==> src/rtl/sbus_master_port.sv <==
// sbus initiator: serializes host read/write requests (single or burst)
// onto the bit-serial memory bus and deserializes returned read beats.
module sbus_master_port #(
   parameter int N       = 8,
   parameter int ADN     = 12,
   parameter int BN      = 3,
   parameter int TIMEOUT = 64
) (
   input  logic           clk,
   input  logic           reset,
   input  logic           req_valid,
   output logic           req_ready,
   input  logic           req_wren,
   input  logic           req_burst,
   input  logic [ADN-1:0] req_addr,
   input  logic [N-1:0]   req_wdata,
   input  logic [BN-1:0]  req_blen,
   input  logic           wbeat_valid,
   input  logic [N-1:0]   wbeat_data,
   output logic           wbeat_ready,
   output logic           rsp_valid,
   output logic [N-1:0]   rsp_data,
   output logic           rsp_last,
   output logic           done,
   output logic           err,
   output logic           bus_valid,
   output logic           bus_wren,
   output logic           bus_addr,
   output logic           bus_data,
   output logic           bus_burst,
   input  logic           slv_valid,
   input  logic           slv_data
);
   localparam int MAXC = (TIMEOUT > ADN) ? TIMEOUT : ADN;
   localparam int CW   = $clog2(MAXC + 1);
   localparam logic [CW-1:0] ADDR_LAST  = CW'(ADN - 1);
   localparam logic [CW-1:0] DATA_START = CW'(ADN - N);
   localparam logic [CW-1:0] BLEN_START = CW'(ADN - BN);
   localparam logic [CW-1:0] DATA_LAST  = CW'(N - 1);
   localparam logic [CW-1:0] TO_LAST    = CW'(TIMEOUT - 1);
   localparam logic [CW-1:0] GAP_LAST   = CW'(2);

   typedef enum logic [2:0] {
      IDLE, REQ, ADDR, WGAP, WDATA, RWAIT, RDATA, DONE
   } state_t;

   state_t state, nextState;

   logic           wrenQ, burstQ, errQ;
   logic [BN-1:0]  blenQ, blenSh;
   logic [ADN-1:0] addrSh;
   logic [N-1:0]   wdSh;
   logic [N-2:0]   rdSh;
   logic [CW-1:0]  cnt;
   logic [9:0]     beatCnt, beatTotal;
   logic           accept, cntClr, cntInc, loadBeat, beatInc;
   logic           rdShift, setErr, rspFire;
   logic           lastBeat, rdLast;
   logic           addrShift, wdShift, blenShift;

   assign beatTotal = 10'd4 << blenQ;
   assign lastBeat  = !burstQ || (beatCnt == beatTotal);
   assign rdLast    = !burstQ || ((beatCnt + 10'd1) == beatTotal);

   assign addrShift = (state == ADDR);
   assign wdShift   = (state == WDATA) ||
                      ((state == ADDR) && wrenQ && (cnt >= DATA_START));
   assign blenShift = (state == ADDR) && (cnt >= BLEN_START);

   // last read bit is forwarded straight from the pin so the word
   // is presented in the same cycle it completes
   assign rsp_valid = rspFire;
   assign rsp_last  = rspFire && rdLast;
   assign rsp_data  = rspFire ? {rdSh, slv_data} : '0;

   always_ff @(posedge clk) begin
      if (reset) state <= IDLE;
      else       state <= nextState;
   end

   always_comb begin
      nextState   = state;
      req_ready   = 1'b0;
      bus_valid   = 1'b0;
      bus_wren    = 1'b0;
      bus_addr    = 1'b0;
      bus_data    = 1'b0;
      bus_burst   = 1'b0;
      wbeat_ready = 1'b0;
      done        = 1'b0;
      err         = 1'b0;
      accept      = 1'b0;
      cntClr      = 1'b0;
      cntInc      = 1'b0;
      loadBeat    = 1'b0;
      beatInc     = 1'b0;
      rdShift     = 1'b0;
      setErr      = 1'b0;
      rspFire     = 1'b0;
      unique case (state)
         IDLE: begin
            req_ready = 1'b1;
            accept    = req_valid;
            if (req_valid) nextState = REQ;
         end
         REQ: begin
            bus_valid = 1'b1;
            bus_wren  = wrenQ;
            bus_burst = burstQ;
            cntClr    = 1'b1;
            nextState = ADDR;
         end
         ADDR: begin
            bus_valid = 1'b1;
            bus_wren  = wrenQ;
            bus_addr  = addrSh[ADN-1];
            bus_data  = wrenQ && (cnt >= DATA_START) && wdSh[N-1];
            bus_burst = burstQ && (cnt >= BLEN_START) && blenSh[BN-1];
            cntInc    = 1'b1;
            if (cnt == ADDR_LAST) begin
               cntClr = 1'b1;
               if (wrenQ) begin
                  beatInc   = 1'b1;
                  nextState = WGAP;
               end else begin
                  nextState = RWAIT;
               end
            end
         end
         WGAP: begin
            // counter parks at GAP_LAST while waiting for the next word
            if (cnt != GAP_LAST) begin
               cntInc = 1'b1;
            end else if (lastBeat) begin
               nextState = DONE;
            end else if (wbeat_valid) begin
               wbeat_ready = 1'b1;
               loadBeat    = 1'b1;
               cntClr      = 1'b1;
               nextState   = WDATA;
            end
         end
         WDATA: begin
            bus_valid = 1'b1;
            bus_wren  = 1'b1;
            bus_data  = wdSh[N-1];
            cntInc    = 1'b1;
            if (cnt == DATA_LAST) begin
               cntClr    = 1'b1;
               beatInc   = 1'b1;
               nextState = WGAP;
            end
         end
         RWAIT: begin
            cntInc = 1'b1;
            if (slv_valid) begin
               cntClr    = 1'b1;
               nextState = RDATA;
            end else if (cnt == TO_LAST) begin
               setErr    = 1'b1;
               nextState = DONE;
            end
         end
         RDATA: begin
            if (slv_valid) begin
               rdShift = 1'b1;
               cntInc  = 1'b1;
               if (cnt == DATA_LAST) begin
                  cntClr    = 1'b1;
                  beatInc   = 1'b1;
                  rspFire   = 1'b1;
                  nextState = rdLast ? DONE : RWAIT;
               end
            end
         end
         DONE: begin
            done      = 1'b1;
            err       = errQ;
            nextState = IDLE;
         end
         default: nextState = IDLE;
      endcase
   end

   always_ff @(posedge clk) begin
      if (reset) begin
         wrenQ   <= 1'b0;
         burstQ  <= 1'b0;
         errQ    <= 1'b0;
         blenQ   <= '0;
         blenSh  <= '0;
         addrSh  <= '0;
         wdSh    <= '0;
         rdSh    <= '0;
         cnt     <= '0;
         beatCnt <= '0;
      end else begin
         if (accept) begin
            wrenQ   <= req_wren;
            burstQ  <= req_burst;
            blenQ   <= req_blen;
            blenSh  <= req_blen;
            addrSh  <= req_addr;
            wdSh    <= req_wdata;
            beatCnt <= '0;
            errQ    <= 1'b0;
         end else begin
            if (addrShift) addrSh <= addrSh << 1;
            if (blenShift) blenSh <= blenSh << 1;
            if (loadBeat)     wdSh <= wbeat_data;
            else if (wdShift) wdSh <= wdSh << 1;
            if (beatInc) beatCnt <= beatCnt + 10'd1;
            if (setErr)  errQ <= 1'b1;
         end
         if (cntClr)      cnt <= '0;
         else if (cntInc) cnt <= cnt + 1'b1;
         if (rdShift) rdSh <= {rdSh[N-3:0], slv_data};
      end
   end
endmodule

==> config.mk <==
export PLATFORM = sky130hd
export DESIGN_NAME = sbus_master_port
export DESIGN_NICKNAME = d
export VERILOG_FILES = /design/src/rtl/sbus_master_port.sv
export SDC_FILE = /design/constraint.sdc
export NUM_CORES = 1
export LEC_CHECK = 0
export CORE_MARGIN = 1
export CORE_UTILIZATION = 53
export CTS_CLUSTER_SIZE = 24
export DETAILED_ROUTE_END_ITERATION = 8
export PLACE_DENSITY = 0.8
export SLEW_MARGIN = 10
export SYNTH_ARGS = -nofsm -noshare
export SYNTH_HDL_FRONTEND = slang
export SYNTH_SLANG_ARGS = --single-unit
==> constraint.sdc <==
create_clock -name clk -period 2.7 [get_ports clk]
set_input_delay 0.405 -clock clk [delete_from_list [all_inputs] [get_ports clk]]
set_output_delay 0.405 -clock clk [all_outputs]
set_load 0.03 [all_outputs]
==> impl_metrics.xml, run 1 <==
<?xml version="1.0" encoding="UTF-8"?>
<metrics>
  <group name="critical_path">
    <metric name="rr_worst_depth" unit="">9</metric>
    <metric name="start_kind" unit="">flop</metric>
    <metric name="crit-reg2reg-capture" unit="">wdSh[3]</metric>
    <metric name="critPathKind" unit="">reg2out</metric>
    <metric name="worst_ep_arrival_time" unit="ns">2.27</metric>
    <metric name="timing.critical_path.fanout_max" unit="">6</metric>
    <metric name="rrSetupSlack" unit="ns">0.37</metric>
    <metric name="worstSetupEndpointType" unit="">output port</metric>
    <metric name="critPathRequiredTime" unit="ns">2.30</metric>
    <metric name="worst_r2r_startpoint" unit="">blenQ[0]</metric>
  </group>
  <group name="power_and_ir_drop">
    <metric name="ir_drop" unit="uV">284</metric>
    <metric name="leakage" unit="uW">0.00158</metric>
    <metric name="power.density" unit="nW/um^2">531</metric>
  </group>
  <group name="route">
    <metric name="detail_route_antenna_nets" unit="">0</metric>
    <metric name="routed_via_density" unit="">5.66</metric>
    <metric name="wl_met1" unit="microns">3720</metric>
    <metric name="drt_iter0_drc" unit="">200</metric>
    <metric name="routed.top_layer" unit="">met4</metric>
    <metric name="post-route-drc-count" unit="">0</metric>
    <metric name="via_count" unit="">3237</metric>
    <metric name="drt_pass1_iterations" unit="">4</metric>
    <metric name="postRouteWirelength" unit="microns">8300</metric>
    <metric name="wl_per_cell" unit="microns">14.5</metric>
    <metric name="routed-wl-met3" unit="microns">321</metric>
    <metric name="met2WireLength" unit="microns">4190</metric>
  </group>
  <group name="sta">
    <metric name="finalWorstPathRequiredPeriod" unit="ns">2.67</metric>
    <metric name="setup_clock_skew_after_layout" unit="ns">0.00731</metric>
    <metric name="relSlewSlack" unit="">0.621</metric>
    <metric name="max_freq" unit="GHz">0.374</metric>
    <metric name="finalMaxSlewViolations" unit="">0</metric>
    <metric name="hold-worst-slack" unit="ns">0.455</metric>
    <metric name="finalSetupViolations" unit="">0</metric>
    <metric name="tightestPinTransition" unit="ns">0.567</metric>
    <metric name="report.final.hold_viol_count" unit="">0</metric>
    <metric name="period_utilization" unit="">0.991</metric>
    <metric name="grt_setup_unrepaired" unit="">true</metric>
  </group>
  <group name="clocking">
    <metric name="clkLatencyLatePin" unit="ns">0.31</metric>
    <metric name="cts_tree" unit="">yes</metric>
    <metric name="clkTransAtPathRegs" unit="ns">0.10</metric>
    <metric name="clockBufferDepth" unit="">2</metric>
    <metric name="cts_h_tree_lvls" unit="">2</metric>
    <metric name="clock_sinks" unit="">56</metric>
    <metric name="ctsHoldBuffers" unit="">0</metric>
    <metric name="ctsRootBufferMaster" unit="">clkbuf_8</metric>
    <metric name="number_of_clock_buffers_inserted_by_tritoncts" unit="">5</metric>
  </group>
  <group name="yosys">
    <metric name="synth.top_cells.by_area" unit="">dfxtp_1, nor2_1, nand2_1</metric>
    <metric name="netlist_instances" unit="">435</metric>
    <metric name="synth-edff-count" unit="">0</metric>
    <metric name="syn_area" unit="sq um">3410</metric>
    <metric name="synth_area_leader" unit="">dfxtp_1</metric>
    <metric name="synthFlopType" unit="">dfxtp_1</metric>
    <metric name="post-synth-top-area-fraction" unit="">0.329</metric>
    <metric name="synth_fp_nets" unit="">480</metric>
    <metric name="seq_area_frac_synth" unit="">0.329</metric>
    <metric name="ys_ff_latch" unit="">56</metric>
    <metric name="synth_top_cells_by_count" unit="">nor2_1, dfxtp_1, nand2_1</metric>
    <metric name="most_frequent_cell_after_synthesis" unit="">nor2_1</metric>
    <metric name="synth_warnings" unit="">0</metric>
    <metric name="async_reset_ff_frac" unit="">0</metric>
    <metric name="synthDistinctLibCells" unit="">66</metric>
    <metric name="synth.avg_cell_area" unit="sq um">7.83</metric>
  </group>
  <group name="global_route">
    <metric name="grt_antenna_before_repair" unit="">0</metric>
    <metric name="global_route_wire_length_before_repair" unit="microns">13300</metric>
    <metric name="global_route.usage.total" unit="">0.254</metric>
    <metric name="first_global_vias" unit="">2935</metric>
    <metric name="grt_max_degree" unit="">32</metric>
    <metric name="grt_overflow_total" unit="">0</metric>
  </group>
  <group name="floorplan">
    <metric name="row_count" unit="">28</metric>
    <metric name="design.core.area" unit="sq um">6060</metric>
    <metric name="floorplan.initialDensity" unit="">0.562</metric>
    <metric name="fp.dieH" unit="microns">82.2</metric>
    <metric name="io_pins" unit="">58</metric>
    <metric name="fp.dieArea" unit="sq um">6750</metric>
    <metric name="die_width" unit="microns">82.2</metric>
  </group>
  <group name="finish">
    <metric name="layout.cells.non_filler" unit="">572</metric>
    <metric name="drive_gt1_frac" unit="">0.163</metric>
    <metric name="antenna_cells" unit="">0</metric>
    <metric name="syn_to_final_growth" unit="%">26.8</metric>
    <metric name="postLayoutCellArea" unit="sq um">4320</metric>
    <metric name="num-nets-final" unit="">541</metric>
    <metric name="fill_cells" unit="">496</metric>
  </group>
  <group name="min_path">
    <metric name="min-delay-path-class" unit="">reg2reg</metric>
    <metric name="worst_hold_startpoint" unit="">rdSh[6]</metric>
    <metric name="hold_end" unit="">rdSh[6]</metric>
    <metric name="worstHoldPathCells" unit="">2</metric>
  </group>
  <group name="placed_design">
    <metric name="place_hpwl" unit="microns">5860</metric>
    <metric name="place.port_buffers" unit="">57</metric>
    <metric name="dpl.cell_count" unit="">558</metric>
    <metric name="postPlaceCellArea" unit="sq um">4050</metric>
    <metric name="finalWeightedCongestion" unit="">0.890</metric>
  </group>
  <group name="flow_run">
    <metric name="cap_viol_max_count" unit="">0</metric>
  </group>
  <group name="outcome">
    <metric name="run_status" unit="">complete, no violations</metric>
  </group>
</metrics>
worst max-delay path by stage:
stage | cells after the start | slack (ns) | endpoint | startpoint
6_report | 6 | 0.03 | rsp_last | blenQ[2]
3_5_place_dp | 6 | 0.12 | wbeat_ready | blenQ[0]
3_3_place_gp | 8 | 0.18 | rsp_last | blenQ[1]
5_1_grt | 6 | -0.06 | rsp_last | blenQ[2]
2_1_floorplan | 7 | 0.33 | wdSh[3] | state[0]
4_1_cts | 6 | 0.004 | rsp_last | blenQ[2]
flip-flops by register name, indices dropped and copies added, names as in the netlist:
signal / count
addrSh: 12
beatCnt: 10
blenQ: 3
blenSh: 3
burstQ: 1
cnt: 7
errQ: 1
rdSh: 7
state: 3
wdSh: 8
wrenQ: 1
placed cells by master, fill, tap and decap left out, types with 5 or more instances in the layout:
master           synthesis  final
mux2_1                   5      5
a21oi_1                 24     24
nor2b_1                  6      6
nand4_1                  8      8
buf_4                    1     37
a211oi_1                15     15
inv_1                    9      9
xor2_1                   9      9
nand3_1                 10      9
o31ai_1                  8      7
o21ai_0                 10     10
dfxtp_1                 56     47
and2_1                  14     14
mux2_2                   5      5
nor3_1                   7      7
dfxtp_2                  0      6
nand2_1                 54     54
mux2i_1                 12     12
clkbuf_8                 0      5
clkdlybuf4s50_1          0     43
ha_1                     6      5
xnor2_1                 14     14
nor2_1                  71     69
logic make-up after synthesis:
| family | Yosys count | share of synthesized area |
|---|---|---|
| flip-flops | 56 | 0.329 |
| XOR/XNOR | 23 | 0.0591 |
| adder cells (fa/ha/maj) | 6 | 0.0220 |
| buffers and inverters | 39 | 0.0521 |
| AND/OR/NAND/NOR | 199 | 0.282 |
| AO/OA/AOI/OAI | 90 | 0.187 |
| multiplexers | 22 | 0.0683 |
repair_timing:
item                                   CTS  global route
endpoints found under the hold margin    0             0
gates cloned                             0             0
setup endpoints to repair                2             3
pin swaps                                1             2
resized for setup                        9            17
setup buffers                            0             6
worst max-delay path, cell delays in order, from the launching register on:
cell and delay, ns:
dfxtp_4 0.38, or3_4 0.40, or4_4 0.43, o2bb2ai_2 0.14
o31ai_2 0.29, and2_1 0.19, buf_6 0.13
final cells by class:
cell class / instances / area [sq um] / area share
clock buffer: 5 / 68.8 / 0.0159
clock inverter: 3 / 90.1 / 0.0209
inverter: 10 / 37.5 / 0.00869
multi-input combinational: 340 / 2150 / 0.497
sequential: 56 / 1140 / 0.264
tap: 75 / 93.8 / 0.0217
timing repair buffer: 83 / 741 / 0.171
power breakdown:
part | internal, uW | switching (uW) | leakage [uW] | total [uW]
combinational | 279 | 325 | 0.00104 | 604
clock | 464 | 280 | 0.0000784 | 744
sequential | 893 | 54.5 | 0.000461 | 947
total | 1640 | 660 | 0.00158 | 2300
per-stage QoR:
stage | worst slack [ns] | util | power [uW] | TNS (ns)
floorplan | 0.326 | - | 1350 | 0
global placement | 0.178 | 0.668 | 1520 | 0
detailed placement | 0.117 | 0.668 | 1530 | 0
CTS | 0.00418 | 0.698 | 2280 | 0
global route | -0.0574 | 0.713 | 2410 | -0.0574
finish | 0.0252 | 0.713 | 2300 | 0
layer usage:
layer / up-vias / track usage
met1: 1528 / 0.313
met2: 71 / 0.452
met4: 0 / 0.0667
met3: 6 / 0.0440
met5: - / 0
li1: 1632 / -
No activity file was read; power rests on OpenSTA's default activity.
==> inputs of run 2 (changes only) <==
--- a/config.mk
+++ b/config.mk
@@ -5,11 +5,11 @@
 export SDC_FILE = /design/constraint.sdc
 export NUM_CORES = 1
 export LEC_CHECK = 0
+export ABC_CLOCK_PERIOD_IN_PS = 2700
 export CORE_MARGIN = 1
-export CORE_UTILIZATION = 53
+export CORE_UTILIZATION = 40
 export CTS_CLUSTER_SIZE = 24
 export DETAILED_ROUTE_END_ITERATION = 8
-export PLACE_DENSITY = 0.8
 export SLEW_MARGIN = 10
 export SYNTH_ARGS = -nofsm -noshare
 export SYNTH_HDL_FRONTEND = slang
==> run 2 against run 1 <==
Net effect: the flow now finishes with violations (setup timing); design area decreased by 1.4%; utilization is 19 points lower; critical path depth up 2; first-iteration DRC count decreased by 20%; fmax down 1.2%; global-route usage shrank 5.5 points; sequential power barely moved; via count fell by 2.3%; critical endpoint is now bus_burst.
==> impl_metrics.xml, run 2 (synthesis results as in run 1) <==
<?xml version="1.0" encoding="UTF-8"?>
<metrics>
  <group name="critical_path">
    <metric name="worst_setup_path_startpoint" unit="">state[1]</metric>
    <metric name="worst_path_largest_cell_delay" unit="ns">0.54</metric>
    <metric name="crit_family" unit="">buffers and inverters</metric>
    <metric name="crit_slowest_cell" unit="">a21boi_0</metric>
    <metric name="worstPathCellList" unit="">buf_4 &gt; clkinv_1 &gt; buf_4 &gt; nor3_2 &gt; a21boi_0 &gt; a32oi_1 &gt; nor2b_1 &gt; buf_4</metric>
    <metric name="start_kind" unit="">flop</metric>
    <metric name="critPathRequiredTime" unit="ns">2.30</metric>
    <metric name="worst_ep_arrival_time" unit="ns">2.30</metric>
    <metric name="timing.critical_path.fanout_max" unit="">13</metric>
    <metric name="worst_r2r_startpoint" unit="">cnt[0]</metric>
    <metric name="crit_buf_inv" unit="">4</metric>
    <metric name="worstSetupEndpointType" unit="">output port</metric>
    <metric name="critical_path.most_common_cell" unit="">buf_4</metric>
    <metric name="critPathKind" unit="">reg2out</metric>
  </group>
  <group name="finish">
    <metric name="antenna_cells" unit="">0</metric>
    <metric name="drive_gt1_frac" unit="">0.149</metric>
    <metric name="largest-register" unit="">addrSh</metric>
    <metric name="most_frequent_standard_cell_in_the_layout_excluding_fill_and_tap_cells" unit="">nor2_1</metric>
    <metric name="mostFrequentLayoutCells" unit="">nor2_1, nand2_1, dfxtp_1</metric>
    <metric name="largestRegisters" unit="">addrSh x12, beatCnt x10, wdSh x8</metric>
    <metric name="fill_cells" unit="">828</metric>
    <metric name="num-nets-final" unit="">540</metric>
    <metric name="syn_to_final_growth" unit="%">25.0</metric>
    <metric name="largest_register_ff_count" unit="">12</metric>
    <metric name="final_core_util" unit="">0.518</metric>
  </group>
  <group name="clocking">
    <metric name="cts_h_tree_lvls" unit="">2</metric>
    <metric name="cts_tree" unit="">yes</metric>
    <metric name="clkLatencyLatePin" unit="ns">0.30</metric>
    <metric name="post_cts_buffers" unit="">0</metric>
    <metric name="number_of_clock_buffers_inserted_by_tritoncts" unit="">5</metric>
    <metric name="clock_sinks" unit="">56</metric>
    <metric name="clkTransAtPathRegs" unit="ns">0.10</metric>
    <metric name="ctsRootBufferMaster" unit="">clkbuf_8</metric>
    <metric name="clockBufferDepth" unit="">2</metric>
    <metric name="ctsHoldBuffers" unit="">0</metric>
    <metric name="cts_resized" unit="">11</metric>
  </group>
  <group name="outcome">
    <metric name="run_status" unit="">finished, violations left</metric>
    <metric name="failed_checks" unit="">setup timing</metric>
  </group>
  <group name="floorplan">
    <metric name="io_pins" unit="">58</metric>
    <metric name="row_count" unit="">33</metric>
    <metric name="design.core.area" unit="sq um">8220</metric>
    <metric name="fp.dieH" unit="microns">94.3</metric>
    <metric name="die_width" unit="microns">94.3</metric>
    <metric name="fp.dieArea" unit="sq um">8890</metric>
    <metric name="floorplan.initialDensity" unit="">0.415</metric>
  </group>
  <group name="route">
    <metric name="routed-wl-met3" unit="microns">335</metric>
    <metric name="wl_met1" unit="microns">3760</metric>
    <metric name="met2WireLength" unit="microns">4050</metric>
    <metric name="drt_iter0_drc" unit="">161</metric>
    <metric name="post-route-drc-count" unit="">0</metric>
    <metric name="wl_per_cell" unit="microns">13.8</metric>
    <metric name="via_count" unit="">3162</metric>
    <metric name="routed_via_density" unit="">5.27</metric>
    <metric name="drt_pass1_iterations" unit="">4</metric>
    <metric name="postRouteWirelength" unit="microns">8260</metric>
    <metric name="detail_route_antenna_nets" unit="">0</metric>
    <metric name="routed.top_layer" unit="">met4</metric>
  </group>
  <group name="sta">
    <metric name="max_freq" unit="GHz">0.369</metric>
    <metric name="report.final.hold_viol_count" unit="">0</metric>
    <metric name="tightestPinTransition" unit="ns">0.617</metric>
    <metric name="period_utilization" unit="">1.00</metric>
    <metric name="timing.final.ws_setup" unit="ns">-0.00866</metric>
    <metric name="finalSetupViolations" unit="">1</metric>
    <metric name="relSlewSlack" unit="">0.585</metric>
    <metric name="setup_clock_skew_after_layout" unit="ns">0.00578</metric>
    <metric name="finalWorstPathRequiredPeriod" unit="ns">2.71</metric>
    <metric name="finalMaxSlewViolations" unit="">0</metric>
    <metric name="finalSetupTns" unit="ns">-0.00866</metric>
    <metric name="grt_setup_unrepaired" unit="">true</metric>
  </group>
  <group name="global_route">
    <metric name="grt_antenna_before_repair" unit="">0</metric>
    <metric name="grt_max_degree" unit="">25</metric>
    <metric name="first_global_vias" unit="">3120</metric>
    <metric name="global_route.usage.total" unit="">0.198</metric>
    <metric name="grt_overflow_total" unit="">0</metric>
    <metric name="global_route_wire_length_before_repair" unit="microns">14100</metric>
  </group>
  <group name="min_path">
    <metric name="min-delay-path-class" unit="">reg2reg</metric>
    <metric name="worst_hold_startpoint" unit="">wdSh[5]</metric>
  </group>
  <group name="power_and_ir_drop">
    <metric name="power.density" unit="nW/um^2">465</metric>
    <metric name="ir_drop" unit="uV">240</metric>
    <metric name="power.total" unit="uW">1980</metric>
    <metric name="leakage" unit="uW">0.00154</metric>
  </group>
  <group name="placed_design">
    <metric name="finalWeightedCongestion" unit="">0.802</metric>
    <metric name="place_hpwl" unit="microns">6130</metric>
    <metric name="place.port_buffers" unit="">57</metric>
  </group>
  <group name="flow_run">
    <metric name="cap_viol_max_count" unit="">0</metric>
  </group>
</metrics>
## run 2: changes by cell type in the layout (fill, tap and decap cells not counted), sizes merged
cell,previous run,this run
bufinv,3,0
clkinv,1,2
buf,38,37
clkbuf,5,6
## run 2: power breakdown
| group | internal, uW | switching (uW) | leakage, uW | total [uW] |
|---|---|---|---|---|
| combinational | 274 | 313 | 0.00104 | 587 |
| clock | 178 | 268 | 0.0000410 | 446 |
| sequential | 892 | 55.3 | 0.000461 | 947 |
## run 2: final timing paths
check,end,slack (ns),cells past startpoint
worst max-delay path,bus_burst,-0.009,8
worst min-delay path,wdSh[5],0.46,2
worst max register to register,beatCnt[5],0.42,8
worst min register to register,wdSh[5],0.46,2
## run 2: worst min-delay path: stages, from the launching register on
cell and delay, ns:
dfxtp_1 0.32, nand2_1 0.05, o31ai_1 0.05
## run 2: metal layers
| metal | vias to the layer above | GRT usage |
|---|---|---|
| met2 | 58 | 0.345 |
| met4 | 0 | 0.0590 |
| met5 | - | 0 |
| met1 | 1467 | 0.244 |
| met3 | 9 | 0.0396 |
| li1 | 1628 | - |
## run 2: per-stage QoR
step | instance area (sq um) | cells | worst slack, ns | hold WS [ns]
finish | 4260 | 600 | -0.00866 | 0.457
floorplan | 3410 | 435 | 0.326 | 0.417
global placement | 4130 | 593 | 0.132 | 0.437
global route | 4260 | 600 | -0.0981 | 0.482
detailed placement | 4130 | 593 | 0.0887 | 0.441
CTS | 4240 | 600 | 0.0124 | 0.459
## run 2: final cells by class
type                    instances  area [sq um]  share of cell area
multi-input cells             340          2150               0.504
flip-flops and latches         56          1140               0.267
repair buffers                 82           729               0.171
well taps                     105           131              0.0308
clock buffers                   6          72.6              0.0170
inverters                      10          37.5             0.00881
clock inverters                 1          5.00             0.00118
